File: config.mk
export PLATFORM = sky130hd
export DESIGN_NAME = seven_stage_solo_instr_sequencer
export DESIGN_NICKNAME = d
export VERILOG_FILES = /design/src/rtl/seven_stage_solo_instr_sequencer_pkg.sv /design/src/rtl/seven_stage_inflight_counter.sv /design/src/rtl/seven_stage_solo_instr_sequencer.sv
export SDC_FILE = /design/constraint.sdc
export NUM_CORES = 1
export LEC_CHECK = 0
export ABC_AREA = 1
export ABC_CLOCK_PERIOD_IN_PS = 1400
export BUFFER_PORTS_ARGS = -buffer_cell sky130_fd_sc_hd__buf_2
export CAP_MARGIN = 20
export CORE_AREA = 3 3 40 42
export DETAILED_ROUTE_END_ITERATION = 10
export DIE_AREA = 0 0 43 45
export GPL_TIMING_DRIVEN = 0
export RECOVER_POWER = 50
export SLEW_MARGIN = 20
export SYNTH_ARGS = -nofsm -noshare
export SYNTH_HDL_FRONTEND = slang
export SYNTH_HIERARCHICAL = 1
export SYNTH_SLANG_ARGS = --single-unit
File: constraint.sdc
create_clock -name clock -period 1.4 [get_ports clock]
set_clock_uncertainty 0.05 [all_clocks]
set_input_delay 0.14 -clock clock [delete_from_list [all_inputs] [get_ports clock]]
set_output_delay 0.14 -clock clock [all_outputs]
set_load 0.1 [all_outputs]
File: src/rtl/seven_stage_solo_instr_sequencer_pkg.sv
// Shared types for the solo-instruction sequencer of the privileged seven-stage core.
// Holds the sequencer FSM state encodings.
package seven_stage_solo_instr_sequencer_pkg;

    typedef enum logic [1:0] {
        IDLE  = 2'd0,
        DRAIN = 2'd1,
        SOLO  = 2'd2
    } solo_state_e;

endpackage

File: src/rtl/seven_stage_inflight_counter.sv
// Saturating up/down count of instructions between decode and retire; clr wins.
// One-cycle update; simultaneous inc/dec holds, dec at zero is dropped, inc at max saturates.
module seven_stage_inflight_counter #(
    parameter int CNT_W        = 3,
    parameter int INFLIGHT_MAX = 4
) (
    input  logic             clock,
    input  logic             reset,
    input  logic             inc,
    input  logic             dec,
    input  logic             clr,
    output logic [CNT_W-1:0] count,
    output logic             overflow
);

    localparam logic [CNT_W-1:0] MAX_VAL = CNT_W'(INFLIGHT_MAX);

    logic [CNT_W-1:0] count_q;
    logic [CNT_W-1:0] count_d;

    always_comb begin
        count_d  = count_q;
        overflow = 1'b0;
        if (clr) begin
            count_d = '0;
        end else if (inc && !dec) begin
            if (count_q == MAX_VAL) begin
                overflow = 1'b1;
            end else begin
                count_d = count_q + CNT_W'(1);
            end
        end else if (dec && !inc && (count_q != '0)) begin
            count_d = count_q - CNT_W'(1);
        end
    end

    always_ff @(posedge clock or posedge reset) begin
        if (reset) begin
            count_q <= '0;
        end else begin
            count_q <= count_d;
        end
    end

    assign count = count_q;

endmodule

File: src/rtl/seven_stage_solo_instr_sequencer.sv
// Serialises solo instructions: drains older work, issues the solo op alone,
// then flushes younger work until it retires. Hazard is a pure state decode.
module seven_stage_solo_instr_sequencer
    import seven_stage_solo_instr_sequencer_pkg::*;
#(
    parameter int CORE            = 0,
    parameter int INFLIGHT_MAX    = 4,
    parameter int CNT_W           = 3,
    parameter int SCAN_CYCLES_MIN = 0,
    parameter int SCAN_CYCLES_MAX = 1000
) (
    input  logic             clock,
    input  logic             reset,
    input  logic             decode_valid,
    input  logic             decode_solo,
    input  logic             stall_decode,
    input  logic             flush_decode,
    input  logic             trap_hazard,
    input  logic             retire_valid,
    output logic             solo_drain_hold,
    output logic             solo_instr_hazard,
    output logic [CNT_W-1:0] inflight_count,
    input  logic             scan
);

    solo_state_e      state_q;
    solo_state_e      state_d;
    logic             issue;
    logic             cnt_zero;
    logic             last_retire;
    logic             overflow;
    logic [CNT_W-1:0] count;

    assign issue       = decode_valid & ~stall_decode & ~flush_decode;
    assign cnt_zero    = (count == '0);
    // The retire that empties the pipe; an overlapping issue would keep it non-empty.
    assign last_retire = retire_valid & ~issue & (count == CNT_W'(1));

    seven_stage_inflight_counter #(
        .CNT_W        (CNT_W),
        .INFLIGHT_MAX (INFLIGHT_MAX)
    ) u_inflight_counter (
        .clock    (clock),
        .reset    (reset),
        .inc      (issue),
        .dec      (retire_valid),
        .clr      (trap_hazard),
        .count    (count),
        .overflow (overflow)
    );

    always_comb begin
        state_d           = state_q;
        solo_drain_hold   = 1'b0;
        solo_instr_hazard = 1'b0;
        case (state_q)
            IDLE: begin
                solo_drain_hold = decode_valid & decode_solo & ~cnt_zero;
                if (decode_valid && decode_solo && !cnt_zero) begin
                    state_d = DRAIN;
                end else if (issue && decode_solo && cnt_zero) begin
                    state_d = SOLO;
                end
            end
            DRAIN: begin
                solo_drain_hold = ~cnt_zero;
                if (!decode_valid) begin
                    state_d = IDLE;
                end else if (issue && decode_solo && cnt_zero) begin
                    state_d = SOLO;
                end
            end
            SOLO: begin
                solo_instr_hazard = 1'b1;
                if (last_retire) begin
                    state_d = IDLE;
                end
            end
            default: state_d = IDLE;
        endcase
        if (trap_hazard) begin
            state_d = IDLE;
        end
    end

    always_ff @(posedge clock or posedge reset) begin
        if (reset) begin
            state_q <= IDLE;
        end else begin
            state_q <= state_d;
        end
    end

    assign inflight_count = count;

`ifndef SYNTHESIS
    int cycle_q;

    always_ff @(posedge clock or posedge reset) begin
        if (reset) begin
            cycle_q <= 0;
        end else begin
            cycle_q <= cycle_q + 1;
        end
    end

    always_ff @(posedge clock) begin
        if (!reset && scan && (cycle_q >= SCAN_CYCLES_MIN) && (cycle_q <= SCAN_CYCLES_MAX)) begin
            $display("[core%0d][cyc %0d] solo_seq: state=%s cnt=%0d hold=%0b hazard=%0b",
                     CORE, cycle_q, state_q.name(), count, solo_drain_hold, solo_instr_hazard);
        end
        if (!reset && overflow) begin
            $display("[core%0d][cyc %0d] solo_seq: error, issue with inflight count saturated at %0d",
                     CORE, cycle_q, count);
        end
    end
`endif

endmodule
==> summary.md, run 1 <==
| Metric | Value |
|---|---|
| Status | `complete, but fails checks` |
| Violated checks | `setup timing` |
| Worst Setup Slack post-DPL | `-0.1443 ns` |
| RSZ-0062 raised after global routing | `true` |
| Residual DRC count | `0` |
| Die area | `1935 um^2` |
| Dpl hpwl | `792.4 um` |
| Synth top cells by count | `nand2_1 (23), inv_1 (12), nand3_1 (7)` |
| Yosys top cell area share | `28.09%` |
| Fraction of layout instances using a drive strength above 1 | `50.52%` |
| Ports | `14` |
| Initial DRC count | `12` |
| Synthesized area per cell | `6.102 um^2` |
| Worst R2R Start | `u_inflight_counter/count[1]$_DFFE_PP0P_` |
| Die Ht | `45 um` |
| Root buffer cell | `clkbuf_4` |
| Final min period | `1.464 ns` |
| Critical path origin | `u_inflight_counter/count[1]$_DFFE_PP0P_` |
| Hold Path Class | `primary input to register` |
| CP bufs+invs | `1` |
| P per Cell Area | `2219 nW/um^2` |
| Synthesized flop and latch total | `5` |
| Total power | `0.001552 W` |
| Largest net degree at the start of global routing | `8` |
| Site Rows | `13` |
| Most common cell in the synthesized netlist | `nand2_1` |
| Min-delay src | `trap_hazard` |
| Fmax | `683.2 MHz` |
| Fin nets | `108` |
| Crit path max fanout | `4` |
| Die Wd | `43 um` |
| Max_slew headroom | `67.78%` |
| Lkg Pwr | `0.3650 nW` |
| Placeable Area | `1285 um^2` |
| Sequential cell area | `136.4 um^2` |
| Initial antenna violation count | `0` |
| Post-Route WL | `1167 um` |
| Finished Core Util | `54.43%` |
| Syn Inst Count | `73` |
| GPL Wtd Cong | `0.7583` |
| Cts bufs inserted | `3` |
| Cell taking the most area after synthesis | `dfrtp_1` |
| CTS clk-pin slew, worst paths | `0.04 ns` |
| Cell variety after synth | `18` |
| H-tree levels | `1` |
| Drt via density | `4.911` |
| Setup TNS | `-0.06371 ns` |
| Syn_nets | `83` |
| Delay-heaviest family, CP | `flip-flops` |
| Setup slack, reg-to-reg | `0.04 ns` |
| Crit path capture type | `output pin` |
| Post-synthesis sequential area ratio | `28.09%` |
| CP max-delay cell | `dfrtp_4` |
| Clk_lat worst skew | `0.24 ns` |
| Clk buf depth | `2` |
| Cells along the critical path | `nor2_4 > nand2_2 > nand3_2 > nand2_2 > buf_12` |
| Detail Route Antenna Nets | `0` |
| Top cells by area, synth | `dfrtp_1 (28%), nand2_1 (19%), inv_1 (10%)` |
| Synth warnings | `6` |
| Post-route setup slack | `-0.06371 ns` |
| Asr flop ratio synth | `100.0%` |
| Gr usage total | `12.94%` |
| Top FF cell, synth | `dfrtp_1` |
| Tcrit/Tclk final | `104.6%` |
| Synthesized cell area | `445.4 um^2` |
| Critical path type | `register to output pin` |
| Number of flops mapped to enable cells by yosys | `0` |
| Clock sinks | `5` |
| Initial Util | `34.66%` |
| Port bufs | `12` |
| Peak supply drop | `1.561 mV` |
| Area grow syn2layout | `57.02%` |
| CP peak stage delay | `0.50 ns` |
| Max Slew Vio Count | `0` |
| FILL cells | `123` |
| ANT cells | `0` |
| CTS tree | `yes` |
| Setup violators final | `1` |
| Drt pass-1 iters | `4` |
| Vias in the first global route | `501` |
| Data required, critical path | `1.21 ns` |
| Wirelength per Cell | `10.42 um` |
| Arr. time, crit path | `1.27 ns` |
| Multi-input logic area | `312.8 um^2` |
| Critical path's most frequent cell | `nand2_2` |
| Type of origin of the critical path | `register` |
| DR vias | `550` |
| GRT overflow | `0` |
| Max Cap Violations | `0` |
| Worst slew pin tran | `0.4866 ns` |
| First-pass GRT wire length | `1904 um` |
| Fin. Hold Viols | `0` |
path summary, 6_finish.rpt:
kind | to | cells past startpoint
setup / recovery | solo_drain_hold | 5
min in group asynchronous | state_q[1]$_DFFE_PP0P_ | 3
max in group asynchronous | u_inflight_counter/count[1]$_DFFE_PP0P_ | 3
hold / removal | state_q[0]$_DFFE_PP0P_ | 2
hold reg to reg | u_inflight_counter/count[0]$_DFFE_PP0P_ | 2
setup reg to reg | u_inflight_counter/count[2]$_DFFE_PP0P_ | 10
per-stage QoR:
stage               cell area, um^2  hold slack (ns)  std cells
floorplan                     471.7          -0.1688         73
global placement              550.5         -0.04846        100
detailed placement            550.5         -0.04861        100
CTS                           644.4          0.08322        109
global route                  699.4          0.09810        112
finish                        699.4          0.08611        112
flip-flops by register name, summed over array words and instances, names as in the netlist:
signal,cells
state_q,2
u_inflight_counter/count,3
where the power goes:
part | total [W] | internal, W | switching, W | leakage (nW)
registers | 0.000298 | 0.000215 | 0.0000824 | 0.0615
logic | 0.00109 | 0.000371 | 0.000715 | 0.289
clock network | 0.000168 | 0.000108 | 0.0000598 | 0.0150
cells in the final DEF, fill, tap and decap left out, types with 2 or more instances in the layout:
cell / instances
a21oi_1: 2
buf_2: 8
buf_4: 7
clkbuf_1: 2
clkbuf_4: 4
dfrtp_1: 2
dfrtp_4: 3
inv_1: 8
inv_2: 7
nand2_1: 19
nand2_2: 5
nand3_1: 4
nand3_2: 4
nand4_1: 2
nor2_1: 4
nor2_2: 4
nor2_4: 2
what timing repair did:
action,CTS,global route
buffers inserted,4,3
gates cloned,0,0
endpoints found under the hold margin,5,0
resized for setup,8,9
hold buffers,1,0
pin swaps,2,8
endpoints found under the setup margin,3,4
area by class of cell:
type | count | share of cell area, %
inverters | 16 | 8.587
multi-input cells | 52 | 44.72
repair buffers | 20 | 20.75
well taps | 15 | 2.683
clock buffers | 4 | 3.757
flip-flops and latches | 5 | 19.50
cells by family after synthesis:
| group | Yosys count | synth area share [%] |
|---|---|---|
| AO/OA/AOI/OAI | 5 | 7.022 |
| buffers and inverters | 16 | 13.48 |
| flip-flops | 5 | 28.09 |
| adder cells (fa/ha/maj) | 1 | 2.809 |
| AND/OR/NAND/NOR | 46 | 48.59 |
worst reg2reg max path, cell delays in order (launching register included):
cell     delay (ns)
dfrtp_4        0.50
inv_2          0.08
nand2_2        0.05
nand2_2        0.07
inv_2          0.04
ha_4           0.15
inv_2          0.05
nand2_1        0.04
a21oi_1        0.11
nand3_1        0.10
nand2_1        0.07
layer usage:
metal	routed length (um)	GRT usage, %	share of wire, %
met5	0	0	0
met2	621	22.75	53
met4	19	3.614	1.6
met3	75	5.578	6.4
met1	451	14.32	39
Power figures use the tool's default switching activity.
==> run 2, diff against run 1 <==
--- a/config.mk
+++ b/config.mk
@@ -17,5 +17,4 @@
 export SLEW_MARGIN = 20
 export SYNTH_ARGS = -nofsm -noshare
 export SYNTH_HDL_FRONTEND = slang
-export SYNTH_HIERARCHICAL = 1
 export SYNTH_SLANG_ARGS = --single-unit
==> run 2 against run 1 <==
- the run still ends with setup timing left
- die area unchanged
- combinational power increased by 8%
- total power rose by 4.9%
- sequential power down 5%
- worst hold slack worse by 0.014 ns
- synthesized cell count fell by 1.4%
- non-clock buffer count fell by 1
- register-to-register slack got worse by 0.12 ns
- cell count down 1.8%
- clock-buffer cell count stayed put
- critical path depth is 1 higher
- core utilization is 7.0 points higher
- highest routed layer unchanged
==> summary.md, run 2 <==
| Metric | Value |
|---|---|
| Status | `complete, but fails checks` |
| Violated checks | `setup timing` |
| Arr. time, crit path | `1.36 ns (+0.09 ns)` |
| Lkg Pwr | `0.3785 nW (+3.7%)` |
| Setup slack, reg-to-reg | `-0.08 ns (-0.12 ns)` |
| Max Slew Vio Count | `0 (unchanged)` |
| First-pass GRT wire length | `1759 um (-7.6%)` |
| Worst R2R Start | `u_inflight_counter.count[0]$_DFFE_PP0P_` |
| Cell variety after synth | `17 (-1)` |
| Max FFs per register | `3 (unchanged)` |
| CP bufs+invs | `3 (+2)` |
| Number of flops mapped to enable cells by yosys | `0 (unchanged)` |
| Fmax | `643.5 MHz (-5.8%)` |
| GPL Wtd Cong | `0.7460 (-1.6%)` |
| Gr usage total | `12.36% (-0.57 points)` |
| Hold Path Class | `primary input to register` |
| Initial antenna violation count | `0 (unchanged)` |
| Syn_nets | `85 (+2.4%)` |
| Clk buf depth | `2 (unchanged)` |
| Crit path depth | `6 (+1)` |
| Peak supply drop | `1.028 mV (-34%)` |
| Max_slew headroom | `68.01% (+0.23 points)` |
| Placed Area | `628.1 um^2 (+14%)` |
| Port bufs | `12 (unchanged)` |
| Synth top cells by count | `nand2_1 (21), inv_1 (12), nand3_1 (6), nor2_1 (6), dfrtp_1 (5)` |
| Post-Route WL | `1135 um (-2.7%)` |
| Cts bufs inserted | `3 (unchanged)` |
| CTS clk-pin slew, worst paths | `0.05 ns (about the same)` |
| Synthesized area per cell | `6.916 um^2 (+13%)` |
| Post-route setup slack | `-0.1540 ns (-0.09031 ns)` |
| Final min period | `1.554 ns (+0.09031 ns)` |
| Cell taking the most area after synthesis | `dfrtp_1` |
| Residual DRC count | `0 (unchanged)` |
| P per Cell Area | `2062 nW/um^2 (-7.1%)` |
| Setup violators final | `6 (+5)` |
| Wire length on met3 | `86 um (+15%)` |
| Reg-to-reg endpoint | `state_q[1]$_DFFE_PP0P_` |
| Clock sinks | `5 (unchanged)` |
| Critical path's most frequent cell | `inv_4` |
| Critical path type | `register to output pin` |
| Crit path max fanout | `2 (-2)` |
| Initial Util | `38.75% (+4.1 points)` |
| Drt via density | `4.800 (-2.3%)` |
| RSZ-0062 raised after global routing | `true` |
| Root buffer cell | `clkbuf_4` |
| Delay-heaviest family, CP | `flip-flops` |
| Worst slew pin tran | `0.4832 ns (-0.003441 ns)` |
| Top Metal Used | `met4` |
| Synth warnings | `0 (-6)` |
| FILL cells | `115 (-6.5%)` |
| Drt pass-1 iters | `4 (unchanged)` |
| Crit path capture | `solo_drain_hold` |
| Die area | `1935 um^2 (unchanged)` |
| Area grow syn2layout | `58.54%` |
| Synthesized cell area | `498.0 um^2 (+12%)` |
| Initial DRC count | `10 (-2)` |
| Type of origin of the critical path | `register` |
| Top FF cell, synth | `dfrtp_1` |
| Ports | `14 (unchanged)` |
| Most common cell in the synthesized netlist | `nand2_1` |
| CP max-delay cell | `dfrtp_4` |
| FF-to-FF path depth | `10 (unchanged)` |
| Design Area, Final | `789.5 um^2 (+13%)` |
| Crit path capture type | `output pin` |
| Syn Inst Count | `72 (-1.4%)` |
| Asr flop ratio synth | `100.0% (unchanged)` |
| H-tree levels | `1 (unchanged)` |
| Fin. Hold Viols | `0 (unchanged)` |
| Top cells by area, synth | `dfrtp_1 (25%), nand2_1 (16%), ha_1 (10%)` |
| Die Ht | `45 um (unchanged)` |
| DR vias | `528 (-4.0%)` |
| Most frequent cells in the layout | `nand2_1 (17), inv_1 (9), buf_2 (8)` |
| Fraction of layout instances using a drive strength above 1 | `50.53% (about the same)` |
| Fin nets | `109 (+0.93%)` |
| GRT overflow | `0 (unchanged)` |
| Synthesized flop and latch total | `5 (unchanged)` |
| ANT cells | `0 (unchanged)` |
| Cells along the critical path | `inv_4 > ha_4 > inv_4 > nor2_4 > a211oi_4 > buf_12` |
| Post-synthesis sequential area ratio | `25.13% (-3.0 points)` |
| Dpl hpwl | `791.1 um (-0.16%)` |
| Data required, critical path | `1.21 ns (about the same)` |
| Detail Route Antenna Nets | `0 (unchanged)` |
| Metal-1 WL | `462 um (+2.4%)` |
| CP peak stage delay | `0.43 ns (-0.07 ns)` |
| Hold slack | `0.07214 ns (-0.01397 ns)` |
| Tcrit/Tclk final | `111.0% (+6.5 points)` |
| Critical path origin | `u_inflight_counter.count[0]$_DFFE_PP0P_` |
| Max Cap Violations | `0 (unchanged)` |
| Most common cell after layout, fill and taps aside | `nand2_1` |
| Clk_lat worst skew | `0.25 ns (about the same)` |
| Yosys top cell area share | `25.13% (-3.0 points)` |
| Die Wd | `43 um (unchanged)` |
| Total power | `0.001628 W (+4.9%)` |
| Vias in the first global route | `453 (-9.6%)` |
| Largest net degree at the start of global routing | `8 (unchanged)` |
| Site Rows | `13 (unchanged)` |
| Placeable Area | `1285 um^2 (unchanged)` |
| CTS tree | `yes` |
| Wirelength per Cell | `10.32 um (-0.97%)` |
| Routed wl met2 | `567 um (-8.7%)` |
run 2: cell types whose count changed in the layout (fill, tap and decap cells not counted), sizes merged, moves of 2 or more:
| cell | previous run | this run |
|---|---|---|
| a21oi | 3 | 1 |
| nand2 | 25 | 22 |
| inv | 15 | 13 |
| nand4 | 2 | 4 |
| ha | 1 | 4 |
run 2: where the power goes:
part | switching (W) | internal (W)
combinational | 0.000739 | 0.000439
clock | 0.0000603 | 0.000108
sequential | 0.0000760 | 0.000206
total | 0.000876 | 0.000752
run 2: kinds of logic (layout without fill, tap and decap cells):
family / count (synthesis) / after routing / share of synthesized area [%]
buffers and inverters: 13 / 36 / 9.798
flip-flops: 5 / 5 / 25.13
XOR/XNOR: 1 / 1 / 1.759
adder cells (fa/ha/maj): 4 / 4 / 10.05
AO/OA/AOI/OAI: 3 / 3 / 3.516
AND/OR/NAND/NOR: 46 / 46 / 49.75
run 2: how the worst min path moves through the flow:
stage	end	from	cells past startpoint
after floorplan	state_q[0]$_DFFE_PP0P_	reset	1
after global placement	state_q[0]$_DFFE_PP0P_	reset	2
after detailed placement	state_q[1]$_DFFE_PP0P_	reset	2
after CTS	state_q[0]$_DFFE_PP0P_	trap_hazard	2
after global routing	state_q[0]$_DFFE_PP0P_	trap_hazard	2
final	state_q[0]$_DFFE_PP0P_	trap_hazard	2
run 2: worst reg2reg max path, delay by kind of cell, from the launching register on:
family	cells	cell delay (ns)
buf+inv	4	0.32
flops	1	0.49
fa+ha+maj	1	0.14
simple gates	5	0.43
run 2: metal layers:
layer,vias to the layer above,track usage (%)
met1,236,14.60
met5,-,0
met2,15,19.46
met3,4,6.375
li1,273,-
met4,0,4.217
run 2: metrics by stage:
stage | TNS [ns] | setup slack [ns] | utilization [%] | std cells
final | -0.5037 | -0.1540 | 61.44 | 110
after global routing | -0.9397 | -0.2101 | 61.44 | 110
after global placement | -0.2792 | -0.1743 | 48.88 | 99
after detailed placement | -0.2690 | -0.1735 | 48.88 | 99
after floorplan | -1.104 | -0.6365 | - | 72
after CTS | -0.5264 | -0.1525 | 56.77 | 110
run 2: cell type report:
type / instances / area, um^2 / share of cell area [%]
Sequential cell: 5 / 133.9 / 16.96
Clock buffer: 4 / 26.28 / 3.328
Inverter: 13 / 56.30 / 7.132
Multi-Input combinational cell: 54 / 405.4 / 51.35
Tap cell: 15 / 18.77 / 2.377
Timing Repair Buffer: 19 / 148.9 / 18.86
run 2: what timing repair did:
item,in CTS,in global routing
endpoints found under the setup margin,5,8
hold buffers,1,0
setup buffers,6,0
pin swaps,3,2
hold endpoints to repair,5,0
gates resized for setup,6,15
